## config.mk

```make
export PLATFORM = sky130hd
export DESIGN_NAME = i2s_dac_serializer
export DESIGN_NICKNAME = d
export VERILOG_FILES = /design/src/rtl/i2s_dac_serializer.sv
export SDC_FILE = /design/constraint.sdc
export NUM_CORES = 1
export LEC_CHECK = 0
export ABC_CLOCK_PERIOD_IN_PS = 2790
export CORE_MARGIN = 2
export CORE_UTILIZATION = 30
export DETAILED_ROUTE_END_ITERATION = 10
export MAX_ROUTING_LAYER = met4
export PLACE_DENSITY_LB_ADDON = 0.15
export SYNTH_ARGS = -nofsm -noshare
export SYNTH_HDL_FRONTEND = slang
export SYNTH_SLANG_ARGS = --single-unit
```

## constraint.sdc

```tcl
create_clock -name clock -period 2.79 [get_ports clock]
set_input_delay 0.837 -clock clock [delete_from_list [all_inputs] [get_ports clock]]
set_output_delay 0.837 -clock clock [all_outputs]
set_load 0.02 [all_outputs]
```

## src/rtl/i2s_dac_serializer.sv

```systemverilog
// I2S transmit serializer: one-pair holding buffer feeding a frame register shifted out on dacdat.
// Build option UNDERRUN_REPEAT_EN: on underrun retransmit the last pair instead of silence.

module i2s_dac_serializer #(
  parameter int unsigned SAMPLE_WIDTH = 16,
  parameter int unsigned SLOT_BITS    = 16,
  parameter int unsigned BCLK_DIV     = 4
) (
  input  logic                    clock,
  input  logic                    reset,
  input  logic [SAMPLE_WIDTH-1:0] left_sample,
  input  logic [SAMPLE_WIDTH-1:0] right_sample,
  input  logic                    sample_valid,
  output logic                    sample_ready,
  output logic                    bclk,
  output logic                    lrclk,
  output logic                    dacdat,
  output logic                    frame_start,
  output logic [7:0]              underrun_cnt
);

  localparam int unsigned DIV_W      = $clog2(BCLK_DIV);
  localparam int unsigned FRAME_BITS = 2 * SLOT_BITS;
  localparam int unsigned CNT_W      = $clog2(FRAME_BITS);
  localparam int unsigned IDX_W      = (SAMPLE_WIDTH > 1) ? $clog2(SAMPLE_WIDTH) : 1;

  localparam logic [DIV_W-1:0] DIV_LAST     = DIV_W'(BCLK_DIV - 1);
  localparam logic [CNT_W-1:0] BIT_LAST     = CNT_W'(FRAME_BITS - 1);
  localparam logic [CNT_W-1:0] RIGHT_FIRST  = CNT_W'(SLOT_BITS);
  localparam bit               LSB_CARRY    = (SLOT_BITS == SAMPLE_WIDTH);

  logic [DIV_W-1:0]        div_cnt;
  logic [CNT_W-1:0]        bit_cnt;
  logic                    buf_full;
  logic [SAMPLE_WIDTH-1:0] buf_left;
  logic [SAMPLE_WIDTH-1:0] buf_right;
  logic [SAMPLE_WIDTH-1:0] frame_left;
  logic [SAMPLE_WIDTH-1:0] frame_right;

  logic                    div_wrap_c;
  logic                    fall_c;
  logic [CNT_W-1:0]        bit_nxt_c;
  logic                    right_slot_c;
  logic [CNT_W-1:0]        slot_off_c;
  logic [SAMPLE_WIDTH-1:0] slot_sample_c;
  logic                    prev_lsb_c;
  logic                    bit_c;
  logic                    accept_c;
  logic                    buf_full_nxt_c;
  logic                    start_nxt_c;

  // Bit timing, next serial bit and handshake decode.
  always_comb begin
    div_wrap_c     = (div_cnt == DIV_LAST);
    fall_c         = div_wrap_c && bclk;
    bit_nxt_c      = (bit_cnt == BIT_LAST) ? '0 : bit_cnt + CNT_W'(1);
    right_slot_c   = (bit_nxt_c >= RIGHT_FIRST);
    slot_off_c     = right_slot_c ? (bit_nxt_c - RIGHT_FIRST) : bit_nxt_c;
    slot_sample_c  = right_slot_c ? frame_right : frame_left;
    // Offset 0 of each slot carries the LSB that the one-bclk delay pushed out of the previous slot.
    prev_lsb_c     = right_slot_c ? frame_left[0] : frame_right[0];
    bit_c          = 1'b0;
    if (slot_off_c == '0) begin
      bit_c = LSB_CARRY ? prev_lsb_c : 1'b0;
    end else if (32'(slot_off_c) <= SAMPLE_WIDTH) begin
      bit_c = slot_sample_c[IDX_W'(SAMPLE_WIDTH - 32'(slot_off_c))];
    end
    accept_c       = sample_valid && sample_ready;
    // frame_start high marks the load cycle: the buffer drains into the frame reg at its end.
    buf_full_nxt_c = accept_c || (buf_full && !frame_start);
    start_nxt_c    = fall_c && (bit_nxt_c == '0);
  end

  always_ff @(posedge clock) begin
    if (!reset) begin
      div_cnt      <= '0;
      bit_cnt      <= '0;
      bclk         <= 1'b0;
      lrclk        <= 1'b0;
      dacdat       <= 1'b0;
      frame_start  <= 1'b0;
      sample_ready <= 1'b0;
      underrun_cnt <= '0;
      buf_full     <= 1'b0;
      buf_left     <= '0;
      buf_right    <= '0;
      frame_left   <= '0;
      frame_right  <= '0;
    end else begin
      div_cnt      <= div_wrap_c ? '0 : div_cnt + DIV_W'(1);
      if (div_wrap_c) begin
        bclk <= ~bclk;
      end
      frame_start  <= start_nxt_c;
      sample_ready <= !buf_full_nxt_c || start_nxt_c;
      buf_full     <= buf_full_nxt_c;

      if (fall_c) begin
        bit_cnt <= bit_nxt_c;
        lrclk   <= right_slot_c;
        dacdat  <= bit_c;
      end

      if (accept_c) begin
        buf_left  <= left_sample;
        buf_right <= right_sample;
      end

      // Frame load; an accept in the same cycle refills the buffer without a bubble.
      if (frame_start) begin
        if (buf_full) begin
          frame_left  <= buf_left;
          frame_right <= buf_right;
        end else begin
`ifdef UNDERRUN_REPEAT_EN
          frame_left  <= frame_left;
          frame_right <= frame_right;
`else
          frame_left  <= '0;
          frame_right <= '0;
`endif
          if (underrun_cnt != 8'hFF) begin
            underrun_cnt <= underrun_cnt + 8'd1;
          end
        end
      end
    end
  end

endmodule

```

Yosys cells after proc, flatten, opt, wreduce, memory -nomap -nowiden
Cells that the tools add are included.

operators by class
  add/sub/neg operators = 5
  order comparisons = 3
  equality and inequality tests = 3
  multiplexer cells = 10
  bitwise logic cells = 3
  reductions and logical operators = 12

operator list
  kind                                                      number
  2-to-1 mux 16 bit                                         3
  zero test 5 bit                                           2
  2-to-1 mux 5 bit                                          2
  adder 8 x 1 -> 8 bit, second input constant               1
  inequality test 8 bit, second input constant              1
  adder 5 x 1 -> 5 bit, second input constant               1
  == test 5 bit, second input constant                      1
  greater-or-equal comparator 5 bit, second input constant  1
  <= comparator 5 bit, second input constant                1
  < comparator 4 x 5 -> 1 bit, second input constant        1
  subtractor 5 bit, second input constant                   1
  binary-select mux 1 bit (select 4 bit)                    1
  logical AND 1 bit                                         4
  2-to-1 mux 1 bit                                          4
  subtractor 1 x 4 -> 4 bit, first input constant           1
  inverter 1 bit                                            3
  AND reduction 3 bit                                       1
  adder 2 x 1 -> 2 bit, second input constant               1
  == test 2 bit, second input constant                      1
  zero test 1 bit                                           2
  logical OR 1 bit                                          2
  OR reduction 2 bit                                        1

storage, ports and cells
  register bits after elaboration = 85
  input port bits = 35
  output and inout bits = 13
  logic and storage cells = 49

Depth between registers and ports, before layout
Gate-level depths: netlist of the first run.

  depth in word-level cells = 9
  mapped depth = 9
  gate-level depth less buffers = 8

Worst setup path after synthesis of the first run
OpenSTA, ideal clock, no wires.

  kind = reg-to-reg
  start point = register bit_cnt[0]
  end point = register dacdat
  setup time = 0.126 ns
  arrival = 2.286 ns
  required time = 2.664 ns
  slack = 0.378 ns
  cell stages (with the launch flop) = 10
  buffers on the path = 1
  period minus slack after synthesis = 2.412 ns
  cells stage by stage = dfxtp_1 ha_1 and3_1 ha_1 buf_4 nor2_8 mux4_2 nor2b_1 nor4_4 o31ai_2

on the way
  word-level cells in the longest chain between the ends = 9
  elaborated cells on any way between the ends = 15
  those cells by class = add/sub (3); order compare (2); eq/ne (1); mux (8); reduce/logical (1)

RTL lines
  item                                                                          RTL line  RTL
  start: declaration                                                            33        logic [CNT_W-1:0] bit_cnt;
  start signal: assignment                                                      99        bit_cnt <= bit_nxt_c;
  adder 5 x 1 -> 5 bit / == test 5 bit (equally long branches)                  56        bit_nxt_c = (bit_cnt == BIT_LAST) ? '0 : bit_cnt + CNT_W'(1);
  2-to-1 mux 5 bit *                                                            56
  subtractor 5 bit / greater-or-equal comparator 5 bit (equally long branches)  58, 57
  2-to-1 mux 5 bit                                                              58        slot_off_c = right_slot_c ? (bit_nxt_c - RIGHT_FIRST) : bit_nxt_c;
  subtractor 1 x 4 -> 4 bit                                                     66        bit_c = slot_sample_c[IDX_W'(SAMPLE_WIDTH - 32'(slot_off_c))];
  binary-select mux 1 bit (select 4 bit)                                        66
  2-to-1 mux 1 bit (not written as such)                                        66
  2-to-1 mux 1 bit                                                              65        end else if (32'(slot_off_c) <= SAMPLE_WIDTH) begin
  2-to-1 mux 1 bit *                                                            63        if (slot_off_c == '0) begin
  end signal: assignment                                                        101       dacdat <= bit_c;
  end: declaration                                                              17        output logic dacdat,

Mark *: on every way between the ends. The rest lies on a longest branch, timed or not. The select of a mux whose other input is x is not followed.
A chain may end at the register's enable or synchronous reset.

Final worst setup path of the first run
  start point = register bit_cnt[1]
  end point = register dacdat

Same word-level chain as after synthesis.

==> results.json, run 1 <==
{
  "pwr_density_cell_nw_per_um2": 599,
  "layout-drive-gt1-share": 0.0735,
  "wl_per_cell_um": 13.2,
  "critPathLaunch": "bit_cnt[1]",
  "vias_in_the_first_global_route": 2673,
  "hold_end": "div_cnt[0]",
  "worst_setup_hold_path_clk_slew_ns": 0.06,
  "maxSlewViolCount": 0,
  "synth-adder-area-share": 0.0136,
  "async_reset_ff_frac": 0,
  "detail_route.wirelength_um": 7880,
  "use_met3": 0.0365,
  "final_period_minus_worst_setup_slack_ns": 2.49,
  "setup_slack_on_the_worst_flop_to_flop_path_ns": 0.30,
  "postCtsSetupRepairBufs": 0,
  "avgViaCountPerCell": 4.74,
  "clk-insertion-delay-late_ns": 0.34,
  "use_met1": 0.173,
  "synth.yosys.seq_area_share": 0.458,
  "grt-ovfl-total": 0,
  "io_buffers": 47,
  "detailedRoute.firstPassIterationCount": 4,
  "number_of_enable_type_register_cells_in_the_synthesized_netlist": 0,
  "netlist_top_cells_area": "sky130_fd_sc_hd__dfxtp_1 46%, sky130_fd_sc_hd__a21boi_0 14%, sky130_fd_sc_hd__nand2_1 11%",
  "endpoint_type_of_the_worst_setup_path": "register",
  "relative_area_change_from_synthesis_to_final_layout_pct": 25.8,
  "worst_slew_margin_rel": 0.348,
  "setup_viols_final": 0,
  "die_w_um": 115,
  "hp_class": "reg -> reg",
  "hold-worst-slack_ns": 0.428,
  "vias": 2828,
  "yosys-mux-area-fraction": 0.0661,
  "synth_compound_area_frac": 0.171,
  "syn-mean-instance-area_sq_um": 9.00,
  "gp_congestion": 0.772,
  "ctsRootBufferMaster": "sky130_fd_sc_hd__clkbuf_16",
  "layout.core_utilization": 0.386,
  "syn-num-nets": 447,
  "start_util": 0.307,
  "numClockSinks": 84,
  "leakagePower_nw": 1.58,
  "gr_met2_demand_resource": 0.206,
  "synthesis.yosys.warnings": 0,
  "cp-start-kind": "register",
  "cts_made_buffers": 9,
  "setup-tns-final_ns": 0,
  "grt-busiest-layer": "met2",
  "wire_length_of_the_first_global_routing_pass_um": 13400,
  "h-tree-depth": 3,
  "fmax_mhz": 402,
  "number_of_antenna_violations_at_the_first_check_in_global_routing": 0,
  "finalCritPeriodShare": 0.891,
  "design.core.area_sq_um": 12000,
  "min_from": "div_cnt[0]",
  "postRouteAntennaNets": 0,
  "cts.hold.buffers_added": 0,
  "ctsLongestPathBuffers": 2,
  "floorplan.rows": 40,
  "drt_first_iter_violations": 94,
  "regToRegStartpoint": "bit_cnt[1]",
  "globalRouteTotalUtil": 0.137,
  "finalHoldViolations": 0,
  "outcome": "finished clean",
  "floorplan.die_area_sq_um": 13100,
  "post_synth_xor_area_fraction": 0.0167,
  "postSynth.topFlopCell": "sky130_fd_sc_hd__dfxtp_1",
  "synth_top_family_by_area": "simple AND/OR/NAND/NOR gates",
  "maximum_fanout_encountered_on_the_critical_timing_path": 9,
  "final_nets": 483,
  "remaining_drcs": 0,
  "pin_count": 48,
  "post-synth-top-area-fraction": 0.458,
  "path_class": "reg -> reg",
  "cts_tree": "yes",
  "grt_start_max_net_pins": 46,
  "yosys_register_bits": 84,
  "finalClockSkew_ns": 0.00649,
  "crit_required_ns": 3.05,
  "maximum_capacitance_violations": 0,
  "vdd_ir_drop_max_v": 0.000278,
  "grt_setup_unrepaired": "false",
  "dp_hpwl_um": 5450,
  "cp.arrival_ns": 2.75,
  "die_h_um": 115,
  "post_synth_and_or_nand_nor_area_fraction": 0.241,
  "netlist_area_sq_um": 3670,
  "yosys.cell_count.top_type": "sky130_fd_sc_hd__nand2_1",
  "ctsResizeCount": 0,
  "synth.lib_cells_used.distinct": 41,
  "netlist_top_cells_count": "104 x sky130_fd_sc_hd__nand2_1, 84 x sky130_fd_sc_hd__dfxtp_1, 67 x sky130_fd_sc_hd__a21boi_0",
  "gate_count_post_synth": 408,
  "rr_endpoint": "dacdat",
  "whs_path_depth": 1,
  "reg2regPathDepth": 8,
  "antennaDiodeCount": 0,
  "timing_worst_slew_pin_value_ns": 0.977,
  "synth_area_leader_cell": "sky130_fd_sc_hd__dfxtp_1"
}
[layer usage]
metal	part of all wire	vias to the layer above	wire length, um
met5	0	-	0
met4	0.016	0	123
met3	0.037	7	290
met2	0.44	36	3460
met1	0.51	1307	4010
li1	-	1478	-
[kinds of logic (layout without fill, tap and decap cells)]
logic type               Yosys count  after routing
AND/OR/NAND/NOR                  185            185
AO/OA/AOI/OAI                     84             84
flip-flops                        84             84
buffers and inverters             32             73
multiplexers                      12             12
XOR/XNOR                           7              7
adder cells (fa/ha/maj)            4              4
[state kept, by name, indices dropped and copies added (netlist names), 2 cells and up]
name / count
buf_right: 16
div_cnt: 2
buf_left: 16
bit_cnt: 4
frame_right: 16
frame_left: 16
underrun_cnt: 8
[where the power goes]
| part | switching [mW] | internal, mW |
|---|---|---|
| clock | 0.486 | 0.876 |
| sequential | 0.0158 | 1.23 |
| combinational | 0.0730 | 0.0859 |
[cells in the final DEF, fill, tap and decap left out, drive strengths merged, types with 3 or more instances in the layout]
cell | synthesis | layout
nand4 | 3 | 3
clkbuf | 25 | 10
bufinv | 0 | 3
mux2i | 4 | 4
nand2b | 5 | 5
ha | 4 | 4
nor3 | 3 | 3
a21boi | 69 | 69
nor2b | 9 | 9
clkdlybuf4s50 | 0 | 46
dfxtp | 84 | 84
buf | 5 | 9
and2 | 10 | 10
mux4 | 8 | 8
nand2 | 104 | 104
xnor2 | 3 | 3
xor2 | 4 | 4
clkinv | 0 | 3
or3 | 3 | 3
nand3 | 37 | 37
o21ai | 6 | 6
nor2 | 4 | 4
[area by class of cell]
cell class	count	area, sq um
fill	1218	7340
multi-input combinational	292	1870
sequential	84	1680
timing repair buffer	55	538
clock buffer	10	229
tap	147	184
clock inverter	6	113
inverter	2	7.51
[worst max path at each step]
| stage | end | slack, ns |
|---|---|---|
| after floorplan | dacdat | 0.38 |
| after global placement | dacdat | 0.37 |
| after detailed placement | dacdat | 0.31 |
| after CTS | dacdat | 0.29 |
| after global routing | dacdat | 0.12 |
| final | dacdat | 0.30 |
[worst max-delay path: stages, from the launching register on]
cell,delay (ns)
sky130_fd_sc_hd__dfxtp_1,0.35
sky130_fd_sc_hd__ha_1,0.25
sky130_fd_sc_hd__and3_1,0.18
sky130_fd_sc_hd__ha_1,0.42
sky130_fd_sc_hd__mux2i_1,0.41
sky130_fd_sc_hd__nand2b_1,0.23
sky130_fd_sc_hd__o22ai_1,0.12
sky130_fd_sc_hd__o31a_1,0.25
sky130_fd_sc_hd__o31ai_2,0.20
[through the flow]
step / total power, mW / worst slack (ns) / cell area, sq um / std cells
global placement: 1.43 / 0.375 / 4280 / 580
floorplan: 1.35 / 0.378 / 3670 / 408
finish: 2.77 / 0.303 / 4620 / 596
global route: 2.88 / 0.116 / 4620 / 596
detailed placement: 1.44 / 0.305 / 4280 / 580
CTS: 2.81 / 0.287 / 4620 / 596
Power figures use the tool's default switching activity.
==> run 2: changes to the inputs <==
==> constraint.sdc (replaced) <==
create_clock -name clock -period 2.79 [get_ports clock]
set_input_delay 0.558 -clock clock [delete_from_list [all_inputs] [get_ports clock]]
set_output_delay 0.558 -clock clock [all_outputs]
set_load 0.02 [all_outputs]
==> run 2 against run 1 <==
  * Clock-buffer cell count rose by 1
  * Sequential share of layout area up 0.19 points
  * Clock skew down 0.0028 ns
  * Hold slack improved by 0.0013 ns
  * Fmax fell by 4.0%
  * Power fell by 2.6%
  * Sequential cell count stayed put
  * Via count fell by 0.78%
  * Sequential power about the same
  * Wire length is 3.4% higher
  * Final cell count fell by 0.34%
  * Critical path depth unchanged
==> results.json, run 2 (synthesis gave the netlist of run 1 again) <==
{
  "vdd_ir_drop_max_v": 0.000294,
  "fmax_mhz": 386,
  "finalClockSkew_ns": 0.00367,
  "maximum_fanout_encountered_on_the_critical_timing_path": 9,
  "start_util": 0.307,
  "numClockSinks": 84,
  "avgViaCountPerCell": 4.72,
  "postCtsSetupRepairBufs": 0,
  "remaining_drcs": 0,
  "total_power_mw": 2.69,
  "final_nets": 482,
  "final_cell_count_no_fill": 594,
  "die_w_um": 115,
  "grt-ovfl-total": 0,
  "power.sequential.fraction": 0.462,
  "ctsResizeCount": 0,
  "relative_area_change_from_synthesis_to_final_layout_pct": 25.1,
  "maxSlewViolCount": 0,
  "cp_top_family": "adder cells",
  "floorplan.rows": 40,
  "timing_worst_slew_pin_value_ns": 0.990,
  "die_h_um": 115,
  "detailedRoute.firstPassIterationCount": 4,
  "switching_share": 0.206,
  "path_class": "reg -> reg",
  "antennaDiodeCount": 0,
  "gp_congestion": 0.784,
  "crit_path_cell_trace": "ha_1 > and3_1 > ha_1 > mux2i_1 > nand2b_1 > o22ai_1 > o31a_1 > o31ai_2",
  "hp_class": "reg -> reg",
  "place.detailed.instances": 579,
  "io_buffers": 47,
  "cpMaxStageDelayCell": "sky130_fd_sc_hd__dfxtp_1",
  "crit_required_ns": 3.04,
  "wire_length_of_the_first_global_routing_pass_um": 13600,
  "ctsLongestPathBuffers": 2,
  "cts_made_buffers": 9,
  "grt_setup_unrepaired": "false",
  "vias": 2806,
  "wl_per_cell_um": 13.7,
  "endpoint_type_of_the_worst_setup_path": "register",
  "postRouteAntennaNets": 0,
  "dp_hpwl_um": 5570,
  "design.core.area_sq_um": 12000,
  "cp.arrival_ns": 2.84,
  "outcome": "finished clean",
  "internal-power_mw": 2.14,
  "cts_tree": "yes",
  "pin_count": 48,
  "finalCritPeriodShare": 0.928,
  "worst_setup_hold_path_clk_slew_ns": 0.06,
  "clk-insertion-delay-late_ns": 0.34,
  "filler_cell_count": 1239,
  "leakagePower_nw": 1.57,
  "clock_power_share": 0.479,
  "pwr_density_cell_nw_per_um2": 586,
  "finalHoldViolations": 0,
  "netSwitchingPower_mw": 0.554,
  "layout-drive-gt1-share": 0.0716,
  "maximum_capacitance_violations": 0,
  "area.sequential_sq_um": 1680,
  "combinational_power_share": 0.059,
  "detail_route.wirelength_um": 8150,
  "cp-start-kind": "register",
  "vias_in_the_first_global_route": 2781,
  "floorplan.die_area_sq_um": 13100,
  "combined_area_of_the_multi_input_logic_cells_sq_um": 1870,
  "final_period_minus_worst_setup_slack_ns": 2.59,
  "setup_viols_final": 0,
  "post_dp_cell_area_sq_um": 4270,
  "number_of_antenna_violations_at_the_first_check_in_global_routing": 0,
  "most_common_library_cell_in_the_layout_ignoring_fill_and_taps": "sky130_fd_sc_hd__nand2_1",
  "drt_first_iter_violations": 117,
  "cts.hold.buffers_added": 0,
  "worstPathBufferInverterCount": 0,
  "h-tree-depth": 3,
  "design_area_sq_um": 4590,
  "most-common-layout-cells": "104 x sky130_fd_sc_hd__nand2_1, 84 x sky130_fd_sc_hd__dfxtp_1, 67 x sky130_fd_sc_hd__a21boi_0, 46 x sky130_fd_sc_hd__clkdlybuf4s50_1, 37 x sky130_fd_sc_hd__nand3_1",
  "globalRouteTotalUtil": 0.136,
  "setup-tns-final_ns": 0,
  "cpMostUsedCell": "sky130_fd_sc_hd__ha_1",
  "grt_start_max_net_pins": 44,
  "slowest_delay_ns": 0.51,
  "worst_slew_margin_rel": 0.339,
  "ctsRootBufferMaster": "sky130_fd_sc_hd__clkbuf_16"
}
## run 2: cell types whose count changed in the layout (fill, tap and decap cells not counted), sizes merged
| cell | change |
|---|---|
| clkinv | -2 |
| buf | -1 |
| bufinv | -1 |
| clkbuf | +1 |
| clkinvlp | +1 |
## run 2: worst register-to-register path: stages, from the launching register on
cell and delay, ns:
sky130_fd_sc_hd__dfxtp_1 0.51, sky130_fd_sc_hd__ha_1 0.22, sky130_fd_sc_hd__and3_1 0.16, sky130_fd_sc_hd__ha_1 0.42
sky130_fd_sc_hd__mux2i_1 0.40, sky130_fd_sc_hd__nand2b_1 0.23, sky130_fd_sc_hd__o22ai_1 0.11, sky130_fd_sc_hd__o31a_1 0.26
sky130_fd_sc_hd__o31ai_2 0.20
## run 2: path summary, 6_finish.rpt
| check | from | end | slack (ns) | cells after the start |
|---|---|---|---|---|
| max | bit_cnt[0] | dacdat | 0.20 | 8 |
| max reg2reg | bit_cnt[0] | dacdat | 0.20 | 8 |
| min reg2reg | div_cnt[0] | div_cnt[0] | 0.43 | 1 |
| min | div_cnt[0] | div_cnt[0] | 0.43 | 1 |
## run 2: final cells by class
cell class	instances	area share
tap	147	0.0400
clock buffer	11	0.0550
sequential	84	0.366
multi-input combinational	292	0.406
timing repair buffer	54	0.115
inverter	2	0.00163
clock inverter	4	0.0158
## run 2: routing by layer
layer  wire length, um  GRT usage
met2              3620      0.213
met5                 0          -
met4               115     0.0512
met1              4130      0.169
met3               287     0.0328
## run 2: power by group through the flow
stage	Combinational (mW)	Clock (mW)	Sequential, mW
floorplan	0.0813	0	1.27
global placement	0.159	0	1.27
detailed placement	0.162	0	1.27
global route	0.177	1.37	1.25
finish	0.159	1.29	1.25
CTS	0.162	1.33	1.25
## run 2: metrics by stage
stage	setup slack, ns	hold WS [ns]	utilization
floorplan	0.378	0.403	-
global placement	0.276	0.413	0.357
detailed placement	0.217	0.423	0.357
CTS	0.201	0.432	0.384
global route	0.0136	0.459	0.384
finish	0.200	0.430	0.384
